$ cat config.mk
export PLATFORM = sky130hd
export DESIGN_NAME = count_burst_arbiter
export DESIGN_NICKNAME = d
export VERILOG_FILES = /design/src/rtl/count_burst_arbiter.sv
export SDC_FILE = /design/constraint.sdc
export NUM_CORES = 1
export LEC_CHECK = 0
export ABC_CLOCK_PERIOD_IN_PS = 3100
export CAP_MARGIN = 5
export CORE_MARGIN = 3
export CORE_UTILIZATION = 25
export CTS_CLUSTER_SIZE = 14
export DETAILED_ROUTE_END_ITERATION = 8
export PLACE_DENSITY = 0.55
export SETUP_SLACK_MARGIN = 0.02
export SLEW_MARGIN = 20
export SYNTH_ARGS = -nofsm -noshare
export SYNTH_HDL_FRONTEND = slang
export SYNTH_SLANG_ARGS = --single-unit
$ cat constraint.sdc
create_clock -name counter_clk -period 3.1 [get_ports counter_clk]
set_input_delay 0.465 -clock counter_clk [delete_from_list [all_inputs] [get_ports counter_clk]]
set_output_delay 0.465 -clock counter_clk [all_outputs]
set_load 0.01 [all_outputs]
$ cat src/rtl/count_burst_arbiter.sv
// Round-robin arbiter sharing one AXI-stream count generator among four requesters.
// Each grant emits data 0..len tagged with the requester ID, then pulses that requester's done bit.
module count_burst_arbiter #(
    parameter int unsigned NREQ = 4,
    parameter int unsigned DW   = 32,
    parameter int unsigned LW   = 5
) (
    input  logic                 counter_clk,
    input  logic                 reset,
    input  logic                 enable,
    input  logic [NREQ-1:0]      req,
    input  logic [NREQ*LW-1:0]   req_len,
    output logic [NREQ-1:0]      grant,
    output logic [NREQ-1:0]      done,
    output logic                 busy,
    output logic [DW-1:0]        m_axis_tdata,
    output logic                 m_axis_tvalid,
    input  logic                 m_axis_tready,
    output logic                 m_axis_tlast,
    output logic [1:0]           m_axis_tid
);

    localparam int unsigned IW = $clog2(NREQ);

    typedef enum logic [1:0] {
        StIdle,
        StBurst,
        StDone
    } state_e;

    state_e        state_q, state_d;
    logic [IW-1:0] rr_ptr_q, rr_ptr_d;
    logic [IW-1:0] tid_q, tid_d;
    logic [LW-1:0] len_q, len_d;
    logic [LW-1:0] cnt_q, cnt_d;

    logic          win_valid;
    logic [IW-1:0] win_idx;
    logic [IW-1:0] cand;
    logic          last_beat;

    // First requesting index at or above rr_ptr, wrapping to 0.
    always_comb begin
        win_valid = 1'b0;
        win_idx   = rr_ptr_q;
        cand      = rr_ptr_q;
        for (int unsigned i = 0; i < NREQ; i++) begin
            cand = IW'((32'(rr_ptr_q) + i) % NREQ);
            if (!win_valid && req[cand]) begin
                win_valid = 1'b1;
                win_idx   = cand;
            end
        end
    end

    assign last_beat = (cnt_q == len_q);

    always_comb begin
        state_d  = state_q;
        rr_ptr_d = rr_ptr_q;
        tid_d    = tid_q;
        len_d    = len_q;
        cnt_d    = cnt_q;
        unique case (state_q)
            StIdle: begin
                if (enable && win_valid) begin
                    tid_d   = win_idx;
                    len_d   = req_len[win_idx*LW +: LW];
                    cnt_d   = '0;
                    state_d = StBurst;
                end
            end
            StBurst: begin
                if (m_axis_tready) begin
                    if (last_beat) begin
                        state_d  = StDone;
                        rr_ptr_d = IW'((32'(tid_q) + 1) % NREQ);
                    end else begin
                        cnt_d = cnt_q + 1'b1;
                    end
                end
            end
            StDone: begin
                // No arbitration here so a requester can drop req on seeing done.
                state_d = StIdle;
            end
            default: state_d = StIdle;
        endcase
    end

    always_ff @(posedge counter_clk) begin
        if (reset) begin
            state_q  <= StIdle;
            rr_ptr_q <= '0;
            tid_q    <= '0;
            len_q    <= '0;
            cnt_q    <= '0;
        end else begin
            state_q  <= state_d;
            rr_ptr_q <= rr_ptr_d;
            tid_q    <= tid_d;
            len_q    <= len_d;
            cnt_q    <= cnt_d;
        end
    end

    always_comb begin
        grant = '0;
        done  = '0;
        if (state_q == StBurst) grant[tid_q] = 1'b1;
        if (state_q == StDone)  done[tid_q]  = 1'b1;
    end

    assign busy          = (state_q != StIdle);
    assign m_axis_tvalid = (state_q == StBurst);
    assign m_axis_tlast  = (state_q == StBurst) && last_beat;
    assign m_axis_tdata  = DW'(cnt_q);
    assign m_axis_tid    = 2'(tid_q);

endmodule

### Word level (Yosys, flattened, before mapping)

Index checks and enable logic that the tools add are counted.

| storage, ports and cells | value |
|---|---|
| register bits after elaboration | 16 |
| bits of input ports | 28 |
| output and inout bits | 45 |
| word-level logic and storage cells | 68 |

| operators by class | value |
|---|---|
| add/subtract/negate cells | 5 |
| $mul | 1 |
| $lt $le $gt $ge | 6 |
| eq/ne operators | 7 |
| shift operators | 1 |
| multiplexer cells | 27 |
| reductions and logical operators | 16 |

Operators by type and width:

| operator | number |
|---|---|
| 20-bit by 6-bit indexed part select with 5-bit output | 1 |
| 2-bit by 3-bit < comparator with 1-bit output, second input constant | 5 |
| 5-bit 2-to-1 mux | 3 |
| 2-bit 2-to-1 mux | 6 |
| 5-bit case mux with 2 select lines | 1 |
| 1-bit 2-to-1 mux | 9 |
| 1-bit binary-select mux with 2-bit select | 4 |
| 4-bit 2-to-1 mux | 2 |
| 1-bit logical AND | 6 |
| 3-bit AND reduction | 2 |
| 5-bit by 1-bit adder with 5-bit output, second input constant | 1 |
| 5-bit == test | 1 |
| 2-bit by 3-bit multiplier with 5-bit output, second input constant | 1 |
| 2-bit by 1-bit adder with 2-bit output, second input constant | 2 |
| 2-bit adder, second input constant | 2 |
| 2-bit by 1-bit inequality test with 1-bit output, second input constant | 2 |
| 2-bit inequality test, second input constant | 2 |
| 2-bit case mux with 2 select lines | 1 |
| 4-bit AND reduction | 1 |
| 2-bit nonzero test | 2 |
| 1-bit logical NOT | 3 |
| 1-bit demux with 2-bit select | 1 |
| 2-bit by 1-bit == test with 1-bit output, second input constant | 1 |
| 2-bit == test, second input constant | 1 |
| other kinds (3) | 3 |

### Longest topological paths before layout

Gate-level depths: netlist of run 1.

| depth | value |
|---|---|
| depth in word-level cells | 15 |
| gate-level depth with buffers | 6 |
| mapped depth without buffers | 5 |

### Worst setup path before layout of run 1

OpenSTA, ideal clock, no wires.

| path | value |
|---|---|
| kind | input -> register |
| start point | in req[2] |
| end point | reg len_q[0] |
| setup time | 0.128 ns |
| data arrival time | 1.539 ns |
| data required time | 2.972 ns |
| slack | 1.434 ns |
| cell stages on the path | 6 |
| path buffers | 1 |
| cell sequence | nor2b_4 o21bai_1 a221oi_2 buf_6 mux2i_1 o221ai_2 |

| between the ends | value |
|---|---|
| longest elaborated chain between the ends | 14 |
| elaborated cells between the ends (all ways) | 25 |
| classes of those cells | 1 x mul; 1 x shift; 15 x mux; 8 x reduce/logical |

RTL lines:

| element | RTL line | source |
|---|---|---|
| start: declaration | 11 | `input logic [NREQ-1:0] req,` |
| 1-bit binary-select mux with 2-bit select | 49 | `if (!win_valid && req[cand]) begin` |
| 1-bit 2-to-1 mux (not written as such) | 49 |  |
| 1-bit 2-to-1 mux | 49 |  |
| 1-bit logical NOT | 49 |  |
| 1-bit logical AND | 49 |  |
| 1-bit 2-to-1 mux | 49 |  |
| 1-bit logical NOT | 49 |  |
| 1-bit logical AND | 49 |  |
| 1-bit 2-to-1 mux | 49 |  |
| 1-bit logical NOT | 49 |  |
| 1-bit logical AND | 49 |  |
| 2-bit 2-to-1 mux / 1-bit 2-to-1 mux (equally long branches) | 49 |  |
| 2-bit by 3-bit multiplier with 5-bit output / 1-bit logical AND (equally long branches) | 68, 66 |  |
| 20-bit by 6-bit indexed part select with 5-bit output / 2-bit AND reduction (equally long branches) | -- |  |
| end signal: assignment | 102 | `len_q <= len_d;` |
| end: declaration | 34 | `logic [LW-1:0] len_q, len_d;` |

Parallel ways exist; a longest one is shown, timed or not. The select of a mux whose other input is x is not followed.
A chain may end at the register's enable or synchronous reset.

### Worst setup path after layout of run 1

| path | value |
|---|---|
| start point | reg cnt_q[0] |
| end point | out m_axis_tlast |

| between the ends | value |
|---|---|
| longest elaborated chain between the ends | 2 |

RTL lines:

| element | RTL line | source |
|---|---|---|
| start: declaration | 35 | `logic [LW-1:0] cnt_q, cnt_d;` |
| start signal: assignment | 103 | `cnt_q <= cnt_d;` |
| 5-bit == test | 56 | `assign last_beat = (cnt_q == len_q);` |
| 1-bit logical AND | 116 | `assign m_axis_tlast = (state_q == StBurst) && last_beat;` |
| end: declaration | 19 | `output logic m_axis_tlast,` |

Every way passes these cells.

==> summary.md, run 1 <==
| Metric | Value |
|---|---|
| Clock sinks | 16 |
| Syn Inst Count | 151 |
| Status | finished clean |
| Die Ht | 78.98 um |
| Post-layout min period | 2.480 ns |
| # DRC | 0 |
| Hold WC Path Type | reg -> reg |
| Global-route wire length before repair | 4.988 mm |
| Worst clock skew | 0.003123 ns |
| Worst-skew pair later-pin latency | 0.25 ns |
| Post-synthesis sequential area ratio | 24.06% |
| Placed insts | 260 |
| Top cells by area, synth | dfxtp_1 24%, buf_4 16%, mux2i_1 9.0% |
| FMAX | 403.2 MHz |
| Clock Power Share | 30.6% |
| Layout area overhead | 35.24% |
| I/O pin count | 73 |
| Final period util | 80.00% |
| Switching pwr | 188.2 uW |
| WHS | 0.5352 ns |
| Iter 0 DRT Violations | 30 |
| Post-CTS Resized | 0 |
| Setup bufs post-CTS | 0 |
| Switching Fraction | 30.66% |
| CP Data Required Time | 2.63 ns |
| P_leak | 0.0006943 uW |
| Int Power | 425.7 uW |
| Final WS setup | 0.6201 ns |
| Initial Util | 26.94% |
| Initial antenna violation count | 0 |
| Worst slew margin | 56.71% |
| Finished Layout Cells | 264 |
| Sequential cell fraction of total power | 37.7% |
| GPL Wtd Cong | 0.7216 |
| CP max stage cell | clkdlybuf4s50_1 |
| CTS root buffer | clkbuf_8 |
| Combinational share of power | 31.7% |
| Layout cells sized above 1 | 10.15% |
| Vias after detailed routing | 1122 |
| Number of global-route vias before repair | 1087 |
| CP Launch Type | flip-flop |
| Setup CP Type | reg -> out |
| Worst-margin pin slew | 0.6472 ns |
| TritonCTS Buffers | 3 |
| Setup TNS | 0 ns |
| Drt wl/cell | 11.41 um |
| WL final | 3.013 mm |
| Max Cap Viol | 0 |
| Unrepaired setup endpoints after global routing | no |
| Mean Syn Cell Area | 8.816 um^2 |
| Yosys cell types | 42 |
| Hold Vio Cnt, Final | 0 |
| DPL Wire Length | 2.448 mm |
| Die extent in x | 78.98 um |
| Max Root-Sink Buffers | 2 |
| Crit path buffers/inverters | 1 |
| Hold buffer count at cts | 0 |
| Vias/cell | 4.250 |
| DR pass1 iterations | 4 |
| Post-DRT Antenna Nets | 0 |
| Core area | 4942 um^2 |
| GR Util All Layers | 9.729% |
| Final setup viols | 0 |
| Slew Viols, Final | 0 |
| Cell Chain, Critical Path | xnor2_1 > nand3_2 > nor4_1 > clkdlybuf4s50_1 |
| Die ar. | 6237 um^2 |
| CP max stage delay | 0.61 ns |
| Final Util | 36.43% |
| PD cells | 341.0 nW/um^2 |
| Delay-heaviest family, CP | buffers and inverters |
| Post-synth top area cell | dfxtp_1 |
| PortBufs | 45 |
| CTS tree | yes |
| Worst setup EP type | primary output |
| GRT overflow | 0 |
| H-Tree Depth | 1 |
| Crit-path max FO | 8 |
| Ys Warns | 0 |
| Register bit total from synthesis | 16 |
| Share of the synthesized area in the top cell type | 24.06% |
| Netlist area before placement | 1331 um^2 |
| DP Worst Slack | 0.6629 ns |
| Largest net degree at the start of global routing | 18 |
| Maximum vdd drop | 0.1602 mV |
| Worst-path clk slew | 0.07 ns |
| Worst EP arrival | 2.01 ns |
| Antenna cells | 0 |
| Layout Nets | 231 |
| # rows | 25 |
layer usage:
layer | vias to the layer above | GRT usage [%] | share of wire (%)
met5 | - | 0 | 0
li1 | 569 | - | -
met4 | 0 | 1.546 | 0.40
met3 | 4 | 3.175 | 8.0
met1 | 505 | 11.85 | 43
met2 | 44 | 16.92 | 48
power by group through the flow:
stage / Combinational [uW] / Sequential, uW / Clock (uW)
after floorplan: 145 / 234 / 0
after global placement: 196 / 236 / 0
after detailed placement: 196 / 236 / 0
after CTS: 197 / 232 / 194
after global routing: 217 / 234 / 199
final: 195 / 232 / 188
registers in the layout (all words and copies together), names as in the netlist:
signal and flops:
m_axis_tid 2, len_q 5, state_q 2, cnt_q 5
rr_ptr_q 2
cell type report:
class / count / area, um^2
fill: 545 / 3142
tap: 67 / 83.83
clock buffer: 4 / 55.05
multi-input combinational: 125 / 860.8
timing repair buffer: 46 / 457.9
inverter: 6 / 22.52
sequential: 16 / 320.3
cells by family after synthesis:
| group | Yosys count | share of synthesized area (%) |
|---|---|---|
| flops | 16 | 24.06 |
| mux | 12 | 9.023 |
| other cells | 1 | 0.2817 |
| compound gates | 22 | 15.04 |
| fa+ha+maj | 5 | 4.699 |
| simple gates | 51 | 23.03 |
| xor+xnor | 8 | 5.263 |
| buf+inv | 36 | 18.61 |
layout by cell type (no fill, tap or decap), types with 2 or more instances in the layout:
master / Yosys / final
a21oi_1: 5 / 5
and2_1: 8 / 8
and3_1: 2 / 2
clkbuf_8: 0 / 4
clkdlybuf4s50_1: 0 / 45
conb_1: 1 / 27
dfxtp_1: 16 / 16
ha_1: 5 / 5
inv_1: 6 / 6
mux2i_1: 12 / 12
nand2_1: 8 / 8
nand3_1: 2 / 2
nand3b_1: 5 / 5
nor2_1: 5 / 5
nor3_1: 6 / 6
nor4_1: 2 / 2
o211ai_1: 3 / 3
o21bai_1: 2 / 2
o221ai_2: 4 / 4
or2_1: 2 / 2
xnor2_1: 5 / 5
xor2_1: 3 / 3
stage by stage:
| stage | instance area [um^2] | total power, uW |
|---|---|---|
| after floorplan | 1429 | 378.7 |
| after global placement | 1745 | 432.1 |
| after detailed placement | 1745 | 432.5 |
| after CTS | 1800 | 622.2 |
| after global routing | 1800 | 649.6 |
| final | 1800 | 613.9 |
cells in the mapped netlist, drive strengths merged:
| cell | number |
|---|---|
| a2111oi | 1 |
| a21oi | 5 |
| a221oi | 1 |
| and2 | 9 |
| and2b | 1 |
| and3 | 2 |
| buf | 29 |
| clkbuf | 1 |
| conb | 1 |
| dfxtp | 16 |
| ha | 5 |
| inv | 6 |
| mux2i | 12 |
| nand2 | 9 |
| nand2b | 2 |
| nand3 | 3 |
| nand3b | 5 |
| nor2 | 6 |
| nor2b | 2 |
| nor3 | 6 |
| nor4 | 2 |
| o211ai | 3 |
| o21ai | 2 |
| o21bai | 2 |
| o221ai | 5 |
| o22ai | 1 |
| o41ai | 2 |
| or2 | 3 |
| or4 | 1 |
| xnor2 | 5 |
| xor2 | 3 |
final timing paths:
check	start	endpoint	slack, ns	cells after the start
hold reg to reg	state_q[1]	state_q[0]	0.54	1
setup reg to reg	cnt_q[0]	rr_ptr_q[1]	1.42	5
setup / recovery	cnt_q[0]	m_axis_tlast	0.62	4
hold / removal	state_q[1]	state_q[0]	0.54	1
Power figures use the tool's default switching activity.
==> run 2: changes to the inputs <==
- ABC_CLOCK_PERIOD_IN_PS: 3100 -> 2300
- clock period: 3.1 -> 2.3 ns (I/O delays scaled with it)
==> summary.md, run 2 (synthesis gave the netlist of run 1 again) <==
| Metric | Value |
|---|---|
| Placed insts | 266 (was 260) |
| Cell Chain, Critical Path | xnor2_1 > nand3_2 > nor4_2 > clkdlybuf4s50_1 (was xnor2_1 > nand3_2 > nor4_1 > clkdlybuf4s50_1) |
| WHS | 0.5144 ns (was 0.5352 ns) |
| Final period util | 90.77% |
| Global-route wire length before repair | 4.664 mm (was 4.988 mm) |
| Max Cap Viol | 0 (unchanged) |
| DR pass1 iterations | 4 (unchanged) |
| Iter 0 DRT Violations | 20 (was 30) |
| Final WS setup | 0.2124 ns (was 0.6201 ns) |
| GPL Wtd Cong | 0.6999 (was 0.7216) |
| GR Util All Layers | 9.264% (was 9.729%) |
| Die extent in x | 78.98 um (unchanged) |
| Layout Nets | 237 (was 231) |
| Drt wl/cell | 11.20 um (was 11.41 um) |
| Post-layout min period | 2.088 ns |
| Worst EP arrival | 1.74 ns (was 2.01 ns) |
| Finished Layout Cells | 270 (was 264) |
| P_leak | 0.0007255 uW (was 0.0006943 uW) |
| WL final | 3.023 mm (was 3.013 mm) |
| Clock sinks | 16 (unchanged) |
| Fill cell count | 528 (was 545) |
| Int Power | 589.4 uW (was 425.7 uW) |
| FF+latch area | 321.6 um^2 (was 320.3 um^2) |
| CTS root buffer | clkbuf_8 (unchanged) |
| Switching Fraction | 30.28% (was 30.66%) |
| I/O pin count | 73 (unchanged) |
| CP Data Required Time | 1.96 ns (was 2.63 ns) |
| Switching pwr | 256.0 uW (was 188.2 uW) |
| Layout area overhead | 39.19% (was 35.24%) |
| Max Root-Sink Buffers | 2 (unchanged) |
| H-Tree Depth | 1 (unchanged) |
| Final setup viols | 0 (unchanged) |
| Vias after detailed routing | 1130 (was 1122) |
| CP max stage delay | 0.58 ns (was 0.61 ns) |
| Setup CP Type | reg -> out (unchanged) |
| Setup TNS | 0 ns (unchanged) |
| DP Worst Slack | 0.1845 ns (was 0.6629 ns) |
| Number of global-route vias before repair | 1036 (was 1087) |
| Slew Viols, Final | 0 (unchanged) |
| Most frequent cells in the layout | 45 x clkdlybuf4s50_1, 27 x conb_1, 15 x dfxtp_1, 12 x mux2i_1 (was 45 x clkdlybuf4s50_1, 27 x conb_1, 16 x dfxtp_1, 12 x mux2i_1) |
| Crit-path max FO | 6 (was 8) |
| DPL Wire Length | 2.489 mm (was 2.448 mm) |
| Worst-skew pair later-pin latency | 0.25 ns (about the same) |
| Reg-to-Reg Start | cnt_q[0] (unchanged) |
| FMAX | 479.0 MHz |
| Worst setup EP type | primary output (unchanged) |
| Hold Vio Cnt, Final | 0 (unchanged) |
| Status | finished clean (unchanged) |
| Hold buffer count at cts | 0 (unchanged) |
| GRT overflow | 0 (unchanged) |
| Hold path start | cnt_q[0] (was state_q[1]) |
| CP max stage cell | clkdlybuf4s50_1 (unchanged) |
| Initial antenna violation count | 0 (unchanged) |
| Hold WC Path Type | reg -> reg (unchanged) |
| Unrepaired setup endpoints after global routing | no (unchanged) |
| Worst-path clk slew | 0.06 ns (was 0.07 ns) |
| Core area | 4942 um^2 (unchanged) |
| # rows | 25 (unchanged) |
| Combinational share of power | 33.4% (was 31.7%) |
| Die Ht | 78.98 um (unchanged) |
| Antenna cells | 0 (unchanged) |
| Sequential cell fraction of total power | 36.9% (was 37.7%) |
| Largest net degree at the start of global routing | 12 (was 18) |
| Clock Power Share | 29.7% (was 30.6%) |
| Most common cell after layout, fill and taps aside | clkdlybuf4s50_1 (unchanged) |
| Die ar. | 6237 um^2 (unchanged) |
| Final Util | 37.49% (was 36.43%) |
| CTS tree | yes (unchanged) |
| PD cells | 456.2 nW/um^2 (was 341.0 nW/um^2) |
| Leading registers by flop count | cnt_q: 5 flops, len_q: 5 flops (unchanged) |
| Post-DRT Antenna Nets | 0 (unchanged) |
| Initial Util | 26.94% (unchanged) |
| Vias/cell | 4.185 (was 4.250) |
| TritonCTS Buffers | 3 (unchanged) |
| Layout cells sized above 1 | 13.79% (was 10.15%) |
| CP Launch Type | flip-flop (unchanged) |
| Multi-input logic area | 867.1 um^2 (was 860.8 um^2) |
| Maximum vdd drop | 0.2314 mV (was 0.1602 mV) |
| # DRC | 0 (unchanged) |
| PortBufs | 45 (unchanged) |
| Setup bufs post-CTS | 0 (unchanged) |
| Crit path launch | cnt_q[0] (unchanged) |
| Worst clock skew | 0.006230 ns (was 0.003123 ns) |
==> run 2: cell types whose count changed in the layout (fill, tap and decap cells not counted) <==
cell and change:
buf_4 +6, dfxtp_1 -1, dfxtp_2 +1, nor4_1 -1
nor4_2 +1
==> run 2: final timing paths <==
check | endpoint | slack [ns] | cells past startpoint
max | m_axis_tlast | 0.21 | 4
min | cnt_q[0] | 0.51 | 2
max reg2reg | rr_ptr_q[1] | 0.62 | 6
min reg2reg | cnt_q[0] | 0.51 | 2
==> run 2: cell type report <==
cell class                 instances  share of cell area [%]
timing repair buffer              52                   27.14
sequential                        16                   17.35
multi-input combinational        125                   46.79
tap                               67                   4.524
clock buffer                       4                   2.971
inverter                           6                   1.215
==> run 2: routing by layer <==
metal	wire length, um	part of all wire, %	global-route usage (%)
met5	0	0	0
met4	0	0	2.062
met3	206	6.8	2.834
met2	1493	49	15.91
met1	1324	44	11.33
==> run 2: power groups by stage <==
stage	sequential (uW)	clock (uW)	combinational, uW
after global routing	316	275	307
final	312	251	282
after floorplan	315	0	196
after CTS	312	266	283
after detailed placement	318	0	282
after global placement	318	0	281
==> run 2: what timing repair did <==
item | in CTS | in global routing
setup endpoints to repair | 0 | 1
hold endpoints to repair | 0 | 0
gates resized for setup | 0 | 2
==> run 2: metrics by stage <==
stage          cell area, um^2  total power (uW)
3_5_place_dp              1790             600.0
2_1_floorplan             1429             510.5
5_1_grt                   1853             897.3
6_report                  1853             845.4
4_1_cts                   1846             861.1
3_3_place_gp              1790             599.7
==> run 2: worst max-delay path, delay by kind of cell, from the launching register on <==
kind	cells	cell delay [ns]
xor+xnor	1	0.20
buf+inv	1	0.58
flops	1	0.35
simple gates	2	0.36
==> RTL edit (settings of run 2) <==
Re-encode `state_e` (3 states) as one-hot, 3 bits wide.
--- a/src/rtl/count_burst_arbiter.sv
+++ b/src/rtl/count_burst_arbiter.sv
@@ -22,10 +22,10 @@
 
     localparam int unsigned IW = $clog2(NREQ);
 
-    typedef enum logic [1:0] {
-        StIdle,
-        StBurst,
-        StDone
+    typedef enum logic [2:0] {
+        StIdle  = 3'b001,
+        StBurst = 3'b010,
+        StDone  = 3'b100
     } state_e;
 
     state_e        state_q, state_d;
Formal check against the unedited RTL: no difference found for any inputs over 10 cycles, from zero or initial values and one cycle with reset high; not proved beyond that.
==> RTL edit against run 2 <==
Sequential cell count is 1 higher. Synthesized area grew 1.0%. Worst hold slack improved by 1.0 ps. Design area barely moved. Power shrank 6.6%. Via count fell by 4.4%. Setup slack got worse by 64 ps. Wire length shrank 3.8%. Core utilization fell by 1.5 points. First-iteration DRC count rose to 3.0 times the old value. Critical path type unchanged. Highest routed layer is now met4.
==> RTL edit: results (changes against run 2) <==
| Metric | Value |
|---|---|
| Worst vdd ir | `170 uV (was 231 uV)` |
| Crit Path Category | `flop to output port (unchanged)` |
| Regs by FF count | `cnt_q: 5 flops, len_q: 5 flops, state_q: 3 flops (was cnt_q: 5 flops, len_q: 5 flops)` |
| Status | `finished, final reports clean (unchanged)` |
| DP HPWL | `2350 um (was 2490 um)` |
| Place WS | `113 ps (was 185 ps)` |
| First DRT Iteration DRCs | `60 (was 20)` |
| Max stage delay on crit path | `540 ps (was 580 ps)` |
| DRT Wirelength | `2910 um (was 3020 um)` |
| Synth area leaders | `dfxtp_1, buf_4, mux2i_1 (unchanged)` |
| Flop+latch power | `324 uW (was 312 uW)` |
| Netlist cell types | `38 (was 42)` |
| Comb power frac | `29.8% (was 33.4%)` |
| Static Leakage | `0.000765 uW (was 0.000725 uW)` |
| Multi-input combinational cell area | `876 um^2 (was 867 um^2)` |
| DP Area | `1800 um^2 (was 1790 um^2)` |
| Crit path launch | `cnt_q[4]$_SDFFE_PP0P_ (was cnt_q[0]$_SDFFE_PP0P_)` |
| FF-to-FF Start | `state_q[1]$_SDFFE_PP0P_ (was cnt_q[0]$_SDFFE_PP0P_)` |
| Crit Reg-Reg Endpoint | `cnt_q[3]$_SDFFE_PP0P_ (was rr_ptr_q[1]$_SDFFE_PP0P_)` |
| Most frequent cells after synthesis | `buf_4, dfxtp_1, mux2i_1 (unchanged)` |
| Mapped Cells | `149 (was 151)` |
| PnR worst setup slack | `148 ps (was 212 ps)` |
| Switching power | `236 uW (was 256 uW)` |
| Final std cells w/o fill | `269 (was 270)` |
| Number of global-route vias before repair | `937 (was 1036)` |
| Via count | `1080 (was 1130)` |
| Layout Nets | `233 (was 237)` |
| Sequential share of power | `41.0% (was 36.9%)` |
| Post-synth top flop | `dfxtp_1 (unchanged)` |
| Pin count of the biggest net entering global routing | `16 (was 12)` |
| Fill count | `556 (was 528)` |
| Total GRT Usage | `8.83% (was 9.26%)` |
| Port Buffer Count | `45 (unchanged)` |
| Placer Congestion | `0.793 (was 0.700)` |
| Final clock skew | `3.57 ps (was 6.23 ps)` |
| Sequential fraction of the synthesis area | `25.3% (was 24.1%)` |
| First-pass GRT wire length | `4460 um (was 4660 um)` |
| Layout cells sized above 1 | `9.55% (was 13.8%)` |
| Delay-heaviest family, CP | `buffers and inverters (unchanged)` |
| Maximum fanout along the worst path | `4 (was 6)` |
## RTL edit: cell count changes after synthesis, moves of 3 or more
cell,run 2,this run
mux2i_1,12,17
nor2_1,5,10
nor3_1,6,1
o221ai_1,1,5
o221ai_2,4,0
xnor2_1,5,1
nand2b_1,1,4
o211ai_1,3,0
## RTL edit: worst min path at each step
stage / cells after the start / endpoint / from
2_1_floorplan: 2 / len_q[0]$_SDFFE_PP0P_ / len_q[0]$_SDFFE_PP0P_
3_3_place_gp: 2 / len_q[1]$_SDFFE_PP0P_ / len_q[1]$_SDFFE_PP0P_
3_5_place_dp: 2 / cnt_q[4]$_SDFFE_PP0P_ / cnt_q[4]$_SDFFE_PP0P_
4_1_cts: 2 / cnt_q[4]$_SDFFE_PP0P_ / cnt_q[4]$_SDFFE_PP0P_
5_1_grt: 2 / cnt_q[4]$_SDFFE_PP0P_ / cnt_q[4]$_SDFFE_PP0P_
6_report: 2 / cnt_q[4]$_SDFFE_PP0P_ / cnt_q[4]$_SDFFE_PP0P_
## RTL edit: area by class of cell
class                   instances  share of cell area, %
multi-input cells             124                   47.3
clock buffers                   4                   2.43
well taps                      70                   4.73
inverters                       4                  0.811
repair buffers                 50                   26.4
flip-flops and latches         17                   18.4
## RTL edit: metal layers
layer  global-route usage [%]  vias up  share of wire, %
li1                         -      566                 -
met1                     11.8      474                46
met2                     13.7       35                46
met3                     1.47        5               5.8
met4                     4.12        0               1.9
met5                        0        -                 0
## RTL edit: cells by family (layout without fill, tap and decap cells)
kind of cell,after synthesis,count (layout),share of synthesized area (%)
buf+inv,34,58,17.2
other cells,1,27,0.279
xor+xnor,6,6,3.91
compound gates,18,18,11.8
fa+ha+maj,5,5,4.65
flops,17,17,25.3
simple gates,51,51,24.2
mux,17,17,12.7
